==> config.mk <==
export PLATFORM = sky130hd
export DESIGN_NAME = sysid_check_ctrl
export DESIGN_NICKNAME = d
export VERILOG_FILES = /design/src/rtl/sysid_pkg.sv /design/src/rtl/sysid_ext_port.sv /design/src/rtl/sysid_check_ctrl.sv
export SDC_FILE = /design/constraint.sdc
export NUM_CORES = 1
export LEC_CHECK = 0
export ABC_AREA = 1
export CORE_MARGIN = 5
export CORE_UTILIZATION = 32
export CTS_CLUSTER_SIZE = 24
export DETAILED_ROUTE_END_ITERATION = 10
export GPL_ROUTABILITY_DRIVEN = 0
export PLACE_DENSITY_LB_ADDON = 0.08
export SLEW_MARGIN = 0
export SYNTH_ARGS = -nofsm -noshare
export SYNTH_HDL_FRONTEND = slang
export SYNTH_HIERARCHICAL = 1
export SYNTH_SLANG_ARGS = --single-unit
export TNS_END_PERCENT = 1
==> constraint.sdc <==
create_clock -name clock -period 3.9 [get_ports clock]
set_clock_uncertainty 0.05 [all_clocks]
set_input_delay 0.39 -clock clock [delete_from_list [all_inputs] [get_ports clock]]
set_output_delay 0.39 -clock clock [all_outputs]
set_load 0.01 [all_outputs]
==> src/rtl/sysid_pkg.sv <==
// Shared definitions for the system-ID check sequencer: FSM states, word indices, default expected words.
// Latency: n/a (types, constants and one helper only).
// Backpressure: n/a.
package sysid_pkg;

  typedef enum logic [2:0] {
    IDLE,
    RD_ID,
    RD_TS,
    CMP,
    DONE
  } sid_state_e;

  localparam logic SID_WORD_ID = 1'b0;
  localparam logic SID_WORD_TS = 1'b1;

  localparam logic [31:0] SID_DEFAULT_ID = 32'hACD5_1302;
  localparam logic [31:0] SID_DEFAULT_TS = 32'h54AC_5DC8;

  // States in which the sequencer owns the slave and stalls the external port.
  function automatic logic sid_is_busy(input sid_state_e s);
    return (s == RD_ID) || (s == RD_TS) || (s == CMP);
  endfunction

endpackage

==> src/rtl/sysid_ext_port.sv <==
// External read return path: registers slave data for an accepted read and pulses readdatavalid.
// Latency: 1 cycle from acceptance to readdatavalid; one read per cycle.
// Backpressure: none here; the parent withholds accept while the slave is busy.
// Ports: accept_i (read accepted this cycle), sid_readdata_i (slave data for the
//        external address), readdata_o / readdatavalid_o (registered response).
module sysid_ext_port (
  input  logic        clock,
  input  logic        reset_n,
  input  logic        accept_i,
  input  logic [31:0] sid_readdata_i,
  output logic [31:0] readdata_o,
  output logic        readdatavalid_o
);

  logic [31:0] readdata_q, readdata_d;
  logic        readdatavalid_q, readdatavalid_d;

  always_comb begin
    readdata_d      = readdata_q;
    readdatavalid_d = accept_i;
    if (accept_i) begin
      readdata_d = sid_readdata_i;
    end
  end

  always_ff @(posedge clock or negedge reset_n) begin
    if (!reset_n) begin
      readdata_q      <= '0;
      readdatavalid_q <= 1'b0;
    end else begin
      readdata_q      <= readdata_d;
      readdatavalid_q <= readdatavalid_d;
    end
  end

  assign readdata_o      = readdata_q;
  assign readdatavalid_o = readdatavalid_q;

endmodule

==> src/rtl/sysid_check_ctrl.sv <==
// System-ID check sequencer: reads ID and timestamp words, compares, retries, and arbitrates the slave with one external reader.
// Latency: start to check_done 4 cycles (+3 per retry); external read data 1 cycle after acceptance.
// Backpressure: ext_waitrequest is raised combinationally for ext_read while a check owns the slave.
// Ports: clock/reset_n; start; ext_* (Avalon-MM read slave); sid_address/sid_readdata
//        (slave side); busy, check_done, check_pass, id_word, ts_word, retry_cnt (status).
module sysid_check_ctrl
  import sysid_pkg::*;
#(
  parameter logic [31:0] EXPECTED_ID = SID_DEFAULT_ID,
  parameter logic [31:0] EXPECTED_TS = SID_DEFAULT_TS,
  parameter int unsigned MAX_RETRIES = 2,
  parameter bit          AUTO_START  = 1'b1
) (
  input  logic        clock,
  input  logic        reset_n,
  input  logic        start,
  input  logic        ext_read,
  input  logic        ext_address,
  output logic        ext_waitrequest,
  output logic [31:0] ext_readdata,
  output logic        ext_readdatavalid,
  output logic        sid_address,
  input  logic [31:0] sid_readdata,
  output logic        busy,
  output logic        check_done,
  output logic        check_pass,
  output logic [31:0] id_word,
  output logic [31:0] ts_word,
  output logic [3:0]  retry_cnt
);

  localparam logic [3:0] MAX_RETRY = 4'(MAX_RETRIES);

  sid_state_e  state_q, state_d;
  logic        pending_q, pending_d;
  logic        auto_q;
  logic        busy_q, busy_d;
  logic        done_q, done_d;
  logic        pass_q, pass_d;
  logic [31:0] id_q, id_d;
  logic [31:0] ts_q, ts_d;
  logic [3:0]  retry_q, retry_d;

  logic        own_slave;
  logic        ext_accept;
  logic        start_req;

  assign own_slave       = sid_is_busy(state_q);
  assign ext_waitrequest = own_slave & ext_read;
  assign ext_accept      = ext_read & ~own_slave;

  // auto_q acts as a start pulse during the first cycle after reset release.
  assign start_req = start | auto_q;

  always_comb begin
    sid_address = ext_address;
    case (state_q)
      RD_ID:    sid_address = SID_WORD_ID;
      RD_TS,
      CMP:      sid_address = SID_WORD_TS;
      default:  sid_address = ext_address;
    endcase
  end

  always_comb begin
    state_d   = state_q;
    pending_d = pending_q;
    done_d    = done_q;
    pass_d    = pass_q;
    id_d      = id_q;
    ts_d      = ts_q;
    retry_d   = retry_q;
    case (state_q)
      IDLE, DONE: begin
        // A start always passes through the pending latch, so the external
        // port keeps the slave for the cycle in which start is sampled.
        if (pending_q) begin
          state_d   = RD_ID;
          pending_d = 1'b0;
          done_d    = 1'b0;
          pass_d    = 1'b0;
          retry_d   = '0;
        end else if (start_req) begin
          pending_d = 1'b1;
        end
      end
      RD_ID: begin
        id_d    = sid_readdata;
        state_d = RD_TS;
      end
      RD_TS: begin
        ts_d    = sid_readdata;
        state_d = CMP;
      end
      CMP: begin
        if ((id_q == EXPECTED_ID) && (ts_q == EXPECTED_TS)) begin
          state_d = DONE;
          done_d  = 1'b1;
          pass_d  = 1'b1;
        end else if (retry_q < MAX_RETRY) begin
          retry_d = retry_q + 4'd1;
          state_d = RD_ID;
        end else begin
          state_d = DONE;
          done_d  = 1'b1;
          pass_d  = 1'b0;
        end
      end
      default: state_d = IDLE;
    endcase
    busy_d = sid_is_busy(state_d);
  end

  always_ff @(posedge clock or negedge reset_n) begin
    if (!reset_n) begin
      state_q   <= IDLE;
      pending_q <= 1'b0;
      auto_q    <= AUTO_START;
      busy_q    <= 1'b0;
      done_q    <= 1'b0;
      pass_q    <= 1'b0;
      id_q      <= '0;
      ts_q      <= '0;
      retry_q   <= '0;
    end else begin
      state_q   <= state_d;
      pending_q <= pending_d;
      auto_q    <= 1'b0;
      busy_q    <= busy_d;
      done_q    <= done_d;
      pass_q    <= pass_d;
      id_q      <= id_d;
      ts_q      <= ts_d;
      retry_q   <= retry_d;
    end
  end

  sysid_ext_port u_ext_port (
    .clock           (clock),
    .reset_n         (reset_n),
    .accept_i        (ext_accept),
    .sid_readdata_i  (sid_readdata),
    .readdata_o      (ext_readdata),
    .readdatavalid_o (ext_readdatavalid)
  );

  assign busy       = busy_q;
  assign check_done = done_q;
  assign check_pass = pass_q;
  assign id_word    = id_q;
  assign ts_word    = ts_q;
  assign retry_cnt  = retry_q;

endmodule

==> impl_metrics.csv, run 1 <==
group,metric,value,unit
placement,io_buffer_count,142,
grt,grt_pass1_vias,3782,
timing,drv_slew,0,
synthesis,synth_top_area_cell,"dfrtp_1",
die,die_area,16840,um2
grt,grt_overflow,0,
timing,fmax,442.1,MHz
power_and_ir_drop,power.total,5.653,mW
die,core,13990,um2
die,die_h,129.8,um
detailed_routing,first_pass_iters,4,
cts,root_buffer,"clkbuf_16",
synthesis,yosysWarningCount,6,
grt,grt_pass1_wl,19940,um
synthesis,syn_nets,553,
timing,hold_viol_final,0,
finish,finalCoreUtilization,46.12,%
placement,dp_hpwl,8872,um
critical_path,r2r_slack,2.03,ns
power_and_ir_drop,p_int,3.573,mW
finish,finalNetCount,692,
timing,post-route-min-period,2.262,ns
grt,grt_max_degree,85,
synthesis,synth_edf_count,0,
cts,htreeDepth,3,
finish,instances_no_fill,839,
critical_path,slowest_stage,"clkdlybuf4s50_1",
synthesis,synth_area,4589,um2
timing,tns,0,ns
cts,cts_hold_buf,0,
min_path,hold_class,"input pin to asynchronous set/reset pin",
critical_path,worstReg2RegEnd,"id_word[3]",
detailed_routing,wl_per_cell,14.81,um
critical_path,cpMostUsedCell,"nor2_1",
die,io_pins,143,
power_and_ir_drop,combPwrFrac,45.3,%
power_and_ir_drop,p_clk_share,17.7,%
detailed_routing,routed_via_density,4.342,
cts,clockBufferDepth,2,
detailed_routing,vias,3643,
timing,slew_headroom,27.73,%
cts,postCtsSetupBuffers,0,
status,outcome,"finished, final reports clean",
critical_path,arrival,1.82,ns
cts,cts_tree,"yes",
synthesis,yosys_most_used_dff,"dfrtp_1",
critical_path,required,3.46,ns
power_and_ir_drop,p_seq_share,37.0,%
cts,cts.clk_slew.worst_paths,0.07,ns
synthesis,synth_top_area_share,58.89,%
finish,syn_to_final_growth,40.57,%
synthesis,synth.area.top_cells,"dfrtp_1 (59%), nand2_1 (15%), o21ai_0 (4.7%)",
synthesis,async_reset_ff_share,100.0,%
critical_path,crit_path_end_kind,"output port",
die,num_rows,43,
critical_path,path_cells,"nor2_1 -> nor2_1 -> inv_1 -> nor2_1 -> clkdlybuf4s50_1",
power_and_ir_drop,leakagePower,3.153,nW
power_and_ir_drop,switchingPower,2.080,mW
critical_path,critical_path_class,"register to output port",
timing,worstMarginPinSlew,1.084,ns
cts,clk_latency,0.35,ns
synthesis,synth_seq_cells,109,
grt,antenna_found_initial,0,
cts,cts.sinks,109,
die,fp.dieW,129.8,um
detailed_routing,ant_nets,0,
critical_path,r2r_start,"state_q[0]",
synthesis,seq_area_frac_synth,59.46,%
power_and_ir_drop,irDropWorstVdd,0.0003136,V
power_and_ir_drop,power_density,876.3,nW/um2
finish,diodes,0,
timing,setup_viol,0,
placement,dp.cells,823,
power_and_ir_drop,p_sw_share,36.79,%
critical_path,r2r_cells,5,
job,drv_cap,0,
detailed_routing,drt_iter0_markers,247,
cts,cts_resized,0,
die,initial_core_util,32.81,%
synthesis,synth_cell_types,29,
timing,fin_crit_sh,58.00,%
critical_path,start_kind,"register",
grt,grtUsageTotal,15.30,%
cts,numCtsBuffers,9,
detailed_routing,routed_wl,12430,um
finish,layout-drive-gt1-share,8.042,%
critical_path,cp_slowest_stage_delay,0.54,ns
synthesis,avgSynthCellArea,8.911,um2
timing,rsz0062_at_grt,"no",
detailed_routing,drc,0,
synthesis,syn_inst,515,
critical_path,crit_fanout,4,
==> cell usage in the layout, fill, tap and decap left out <==
cell / instances
conb_1: 1
xnor2_1: 1
o21ai_1: 16
nand3_1: 3
nor2_4: 2
nor2_8: 1
clkinv_2: 2
nor3_4: 1
nor2_1: 43
dfrtp_1: 108
mux2_2: 1
clkdlybuf4s50_1: 141
clkbuf_1: 1
clkbuf_8: 2
clkbuf_16: 9
mux2_4: 5
nand4_1: 1
buf_4: 6
nand2_1: 189
ha_1: 1
nand2_2: 12
bufinv_16: 2
o21ai_0: 43
inv_8: 1
inv_2: 5
nand3_2: 3
a21oi_1: 2
inv_1: 55
dfstp_2: 1
nor3_1: 1
==> logic make-up (layout without fill, tap and decap cells) <==
family,after synthesis,in the layout,share of synthesized area [%]
XOR/XNOR,1,1,0.1909
buffers and inverters,80,224,8.506
AO/OA/AOI/OAI,61,61,6.652
flip-flops,109,109,59.46
AND/OR/NAND/NOR,256,256,22.96
adder cells (fa/ha/maj),1,1,0.2726
other,1,1,0.08171
multiplexers,6,6,1.881
==> worst max-delay path by stage <==
stage / endpoint / start / cells past startpoint
2_1_floorplan: u_ext_port/readdata_o[0] / state_q[1] / 8
3_3_place_gp: ext_waitrequest / ext_read / 4
3_5_place_dp: u_ext_port/readdata_o[20] / ext_read / 6
4_1_cts: ext_waitrequest / state_q[1] / 5
5_1_grt: ext_waitrequest / state_q[1] / 5
6_report: ext_waitrequest / state_q[1] / 5
==> worst max-delay path, delay by kind of cell, from the launching register on <==
| family | cells | cell delay, ns |
|---|---|---|
| flip-flops | 1 | 0.44 |
| buffers and inverters | 2 | 0.63 |
| AND/OR/NAND/NOR | 3 | 0.41 |
==> per-stage QoR <==
step | hold WS (ns) | setup WS, ns | instance area [um2]
CTS | 0.2390 | 1.606 | 6451
floorplan | 0.04441 | 2.548 | 4589
global placement | 0.4061 | 1.902 | 6125
global route | 0.2879 | 1.477 | 6451
detailed placement | 0.4121 | 1.863 | 6125
finish | 0.1885 | 1.638 | 6451
==> sequential cells by signal (all words and copies together) (netlist names) <==
signal and count:
pending_q 1, auto_q 1, id_word 32, retry_cnt 4
busy 1, u_ext_port/readdatavalid_o 1, ts_word 32, check_pass 1
check_done 1, state_q 3, u_ext_port/readdata_o 32
==> synthesized netlist by cell type, drive strengths merged, types with 2 or more instances <==
master	count
nand2	201
dfrtp	108
inv	61
o21ai	59
nor2	46
buf	11
clkbuf	8
mux2	6
nand3	6
a21oi	2
nor3	2
==> routing by layer <==
layer / wire length, um / GRT usage [%]
met1: 5556 / 19.79
met2: 5959 / 24.78
met3: 775 / 5.199
met4: 137 / 3.973
met5: 0 / 0
==> final cells by class <==
type                            instances  area, um2
Tap cell                              180      225.2
Sequential cell                       109       2729
Inverter                               61      236.5
Clock buffer                           12      256.5
Multi-Input combinational cell        326       1478
Timing Repair Buffer                  147       1456
Clock inverter                          4      70.07
Fill cell                            1376       7537
==> power by group through the flow <==
stage                     combinational (mW)  clock (mW)  sequential [mW]
after detailed placement                2.62           0             2.11
final                                   2.56        1.00             2.09
after CTS                               2.62        1.04             2.10
after global routing                    2.86        1.07             2.17
after global placement                  2.58           0             2.10
after floorplan                         1.07           0             2.26
Note: power is estimated with default switching activity, not from simulation.
==> inputs of run 2 (changes only) <==
==> constraint.sdc (replaced) <==
create_clock -name clock -period 2 [get_ports clock]
set_clock_uncertainty 0.05 [all_clocks]
set_input_delay 0.2 -clock clock [delete_from_list [all_inputs] [get_ports clock]]
set_output_delay 0.2 -clock clock [all_outputs]
set_load 0.01 [all_outputs]
==> run 2 against run 1 <==
  * Critical path type unchanged
  * Sequential share of layout area down 0.46 points
  * Critical path depth rose by 1
  * Largest power group unchanged
  * Combinational power increased by 100%
==> impl_metrics.csv, run 2 (synthesis gave the netlist of run 1 again) <==
group,metric,value,unit
power_and_ir_drop,irDropWorstVdd,0.0007620,V
die,initial_core_util,32.81,%
min_path,min_delay_path_depth,3,
critical_path,crit_path_end_kind,"output port",
die,die_h,129.8,um
placement,dp_hpwl,8791,um
critical_path,path_cells,"nor2_4 -> nor2_4 -> inv_1 -> nand2_1 -> nand2_1 -> clkdlybuf4s50_1",
detailed_routing,first_pass_iters,4,
cts,numCtsBuffers,9,
critical_path,startpoint,"state_q[1]",
cts,clockBufferDepth,2,
timing,worstMarginPinSlew,0.8529,ns
timing,fin_crit_sh,97.11,%
cts,cts_tree,"yes",
critical_path,required,1.75,ns
status,outcome,"finished, final reports clean",
grt,grtUsageTotal,15.50,%
detailed_routing,drc,0,
placement,pre_cts_ws,0.2869,ns
timing,slew_headroom,43.06,%
timing,hold_viol_final,0,
timing,post-route-min-period,1.942,ns
detailed_routing,ant_nets,0,
finish,final_cell_area,6529,um2
timing,setup_slack,0.05772,ns
power_and_ir_drop,leakagePower,3.196,nW
grt,grt_max_degree,110,
min_path,hold_class,"input pin to register",
finish,final_cell_mix,"nand2_1 (189), clkdlybuf4s50_1 (140), dfrtp_1 (106), inv_1 (55), o21ai_0 (43)",
die,fp.dieW,129.8,um
cts,htreeDepth,3,
detailed_routing,vias,3679,
grt,grt_pass1_wl,20090,um
finish,layout-drive-gt1-share,9.050,%
die,io_pins,143,
timing,rsz0062_at_grt,"yes",
placement,io_buffer_count,142,
die,core,13990,um2
detailed_routing,routed_via_density,4.364,
critical_path,r2r_slack,0.22,ns
critical_path,start_kind,"register",
finish,finalNetCount,696,
critical_path,arrival,1.69,ns
job,drv_cap,0,
cts,cts.sinks,109,
power_and_ir_drop,power_density,1704,nW/um2
placement,place_area,6165,um2
cts,clk_latency,0.35,ns
die,num_rows,43,
grt,grt_pass1_vias,3839,
finish,layout_commonest_cell,"nand2_1",
critical_path,slowest_stage,"clkdlybuf4s50_1",
finish,syn_to_final_growth,42.26,%
detailed_routing,routed_wl,12400,um
die,die_area,16840,um2
detailed_routing,wl_per_cell,14.71,um
detailed_routing,drt_iter0_markers,271,
critical_path,cp_slowest_stage_delay,0.53,ns
timing,tns,0,ns
timing,fmax,514.9,MHz
critical_path,worstReg2RegEnd,"id_word[7]",
cts,cts.clk_slew.worst_paths,0.07,ns
critical_path,critical_path_class,"register to output port",
grt,antenna_found_initial,0,
critical_path,r2r_cells,5,
critical_path,crit_end,"sid_address",
grt,grt_overflow,0,
timing,drv_slew,0,
finish,diodes,0,
critical_path,r2r_start,"state_q[0]",
critical_path,crit_fanout,4,
timing,setup_viol,0,
cts,root_buffer,"clkbuf_16",
-- run 2: cell types whose count changed in the layout (fill, tap and decap cells not counted), sizes merged --
cell	change
dlygate4sd3	+1
dlymetal6s2s	+1
buf	+3
clkdlybuf4s50	-1
-- run 2: cell type report --
class                           count  area (um2)
Fill cell                        1388        7460
Sequential cell                   109        2731
Timing Repair Buffer              151        1516
Multi-Input combinational cell    326        1493
Clock buffer                       12       256.5
Inverter                           61       236.5
Tap cell                          180       225.2
Clock inverter                      4       70.07
-- run 2: worst min-delay path by stage --
stage                     startpoint                         to  slack [ns]
floorplan                    reset_n                       busy       -0.15
global placement             reset_n   u_ext_port/readdata_o[7]        0.29
detailed placement           reset_n   u_ext_port/readdata_o[7]        0.28
CTS                 sid_readdata[19]  u_ext_port/readdata_o[19]        0.35
global route        sid_readdata[23]  u_ext_port/readdata_o[23]        0.36
finish              sid_readdata[23]  u_ext_port/readdata_o[23]        0.37
-- run 2: through the flow --
stage	utilization, %	power (mW)	hold slack, ns	instances
2_1_floorplan	-	6.481	-0.1456	515
3_3_place_gp	44.07	9.204	0.2858	825
3_5_place_dp	44.07	9.281	0.2844	825
4_1_cts	46.52	11.31	0.3508	842
5_1_grt	46.67	12.03	0.3621	843
6_report	46.67	11.13	0.3669	843
-- run 2: repair_timing --
action                                 4_1_cts  5_1_grt
buffers inserted                             0        1
setup endpoints to repair                    2        2
resized for setup                            3        4
endpoints found under the hold margin      108        0
hold buffers                                 1        0
pin swaps                                    1        0
-- run 2: power by group --
part / leakage, nW / switching, mW / total, mW / internal [mW]
clock: 0.163 / 0.781 / 1.94 / 1.16
sequential: 1.34 / 0.755 / 4.01 / 3.26
combinational: 1.69 / 2.54 / 5.17 / 2.63
-- run 2: per-layer routing --
metal,GRT usage [%],routed length (um),vias to the layer above
li1,-,-,1857
met1,20.51,5634,1721
met2,24.17,5814,88
met3,5.608,780,13
met4,4.279,170,0
met5,0,0,-
-- run 2: worst max-delay path, delay by kind of cell (launching register included) --
| family | cells | cell delay (ns) |
|---|---|---|
| buffers and inverters | 2 | 0.60 |
| DFF | 1 | 0.46 |
| and+or+nand+nor | 4 | 0.29 |
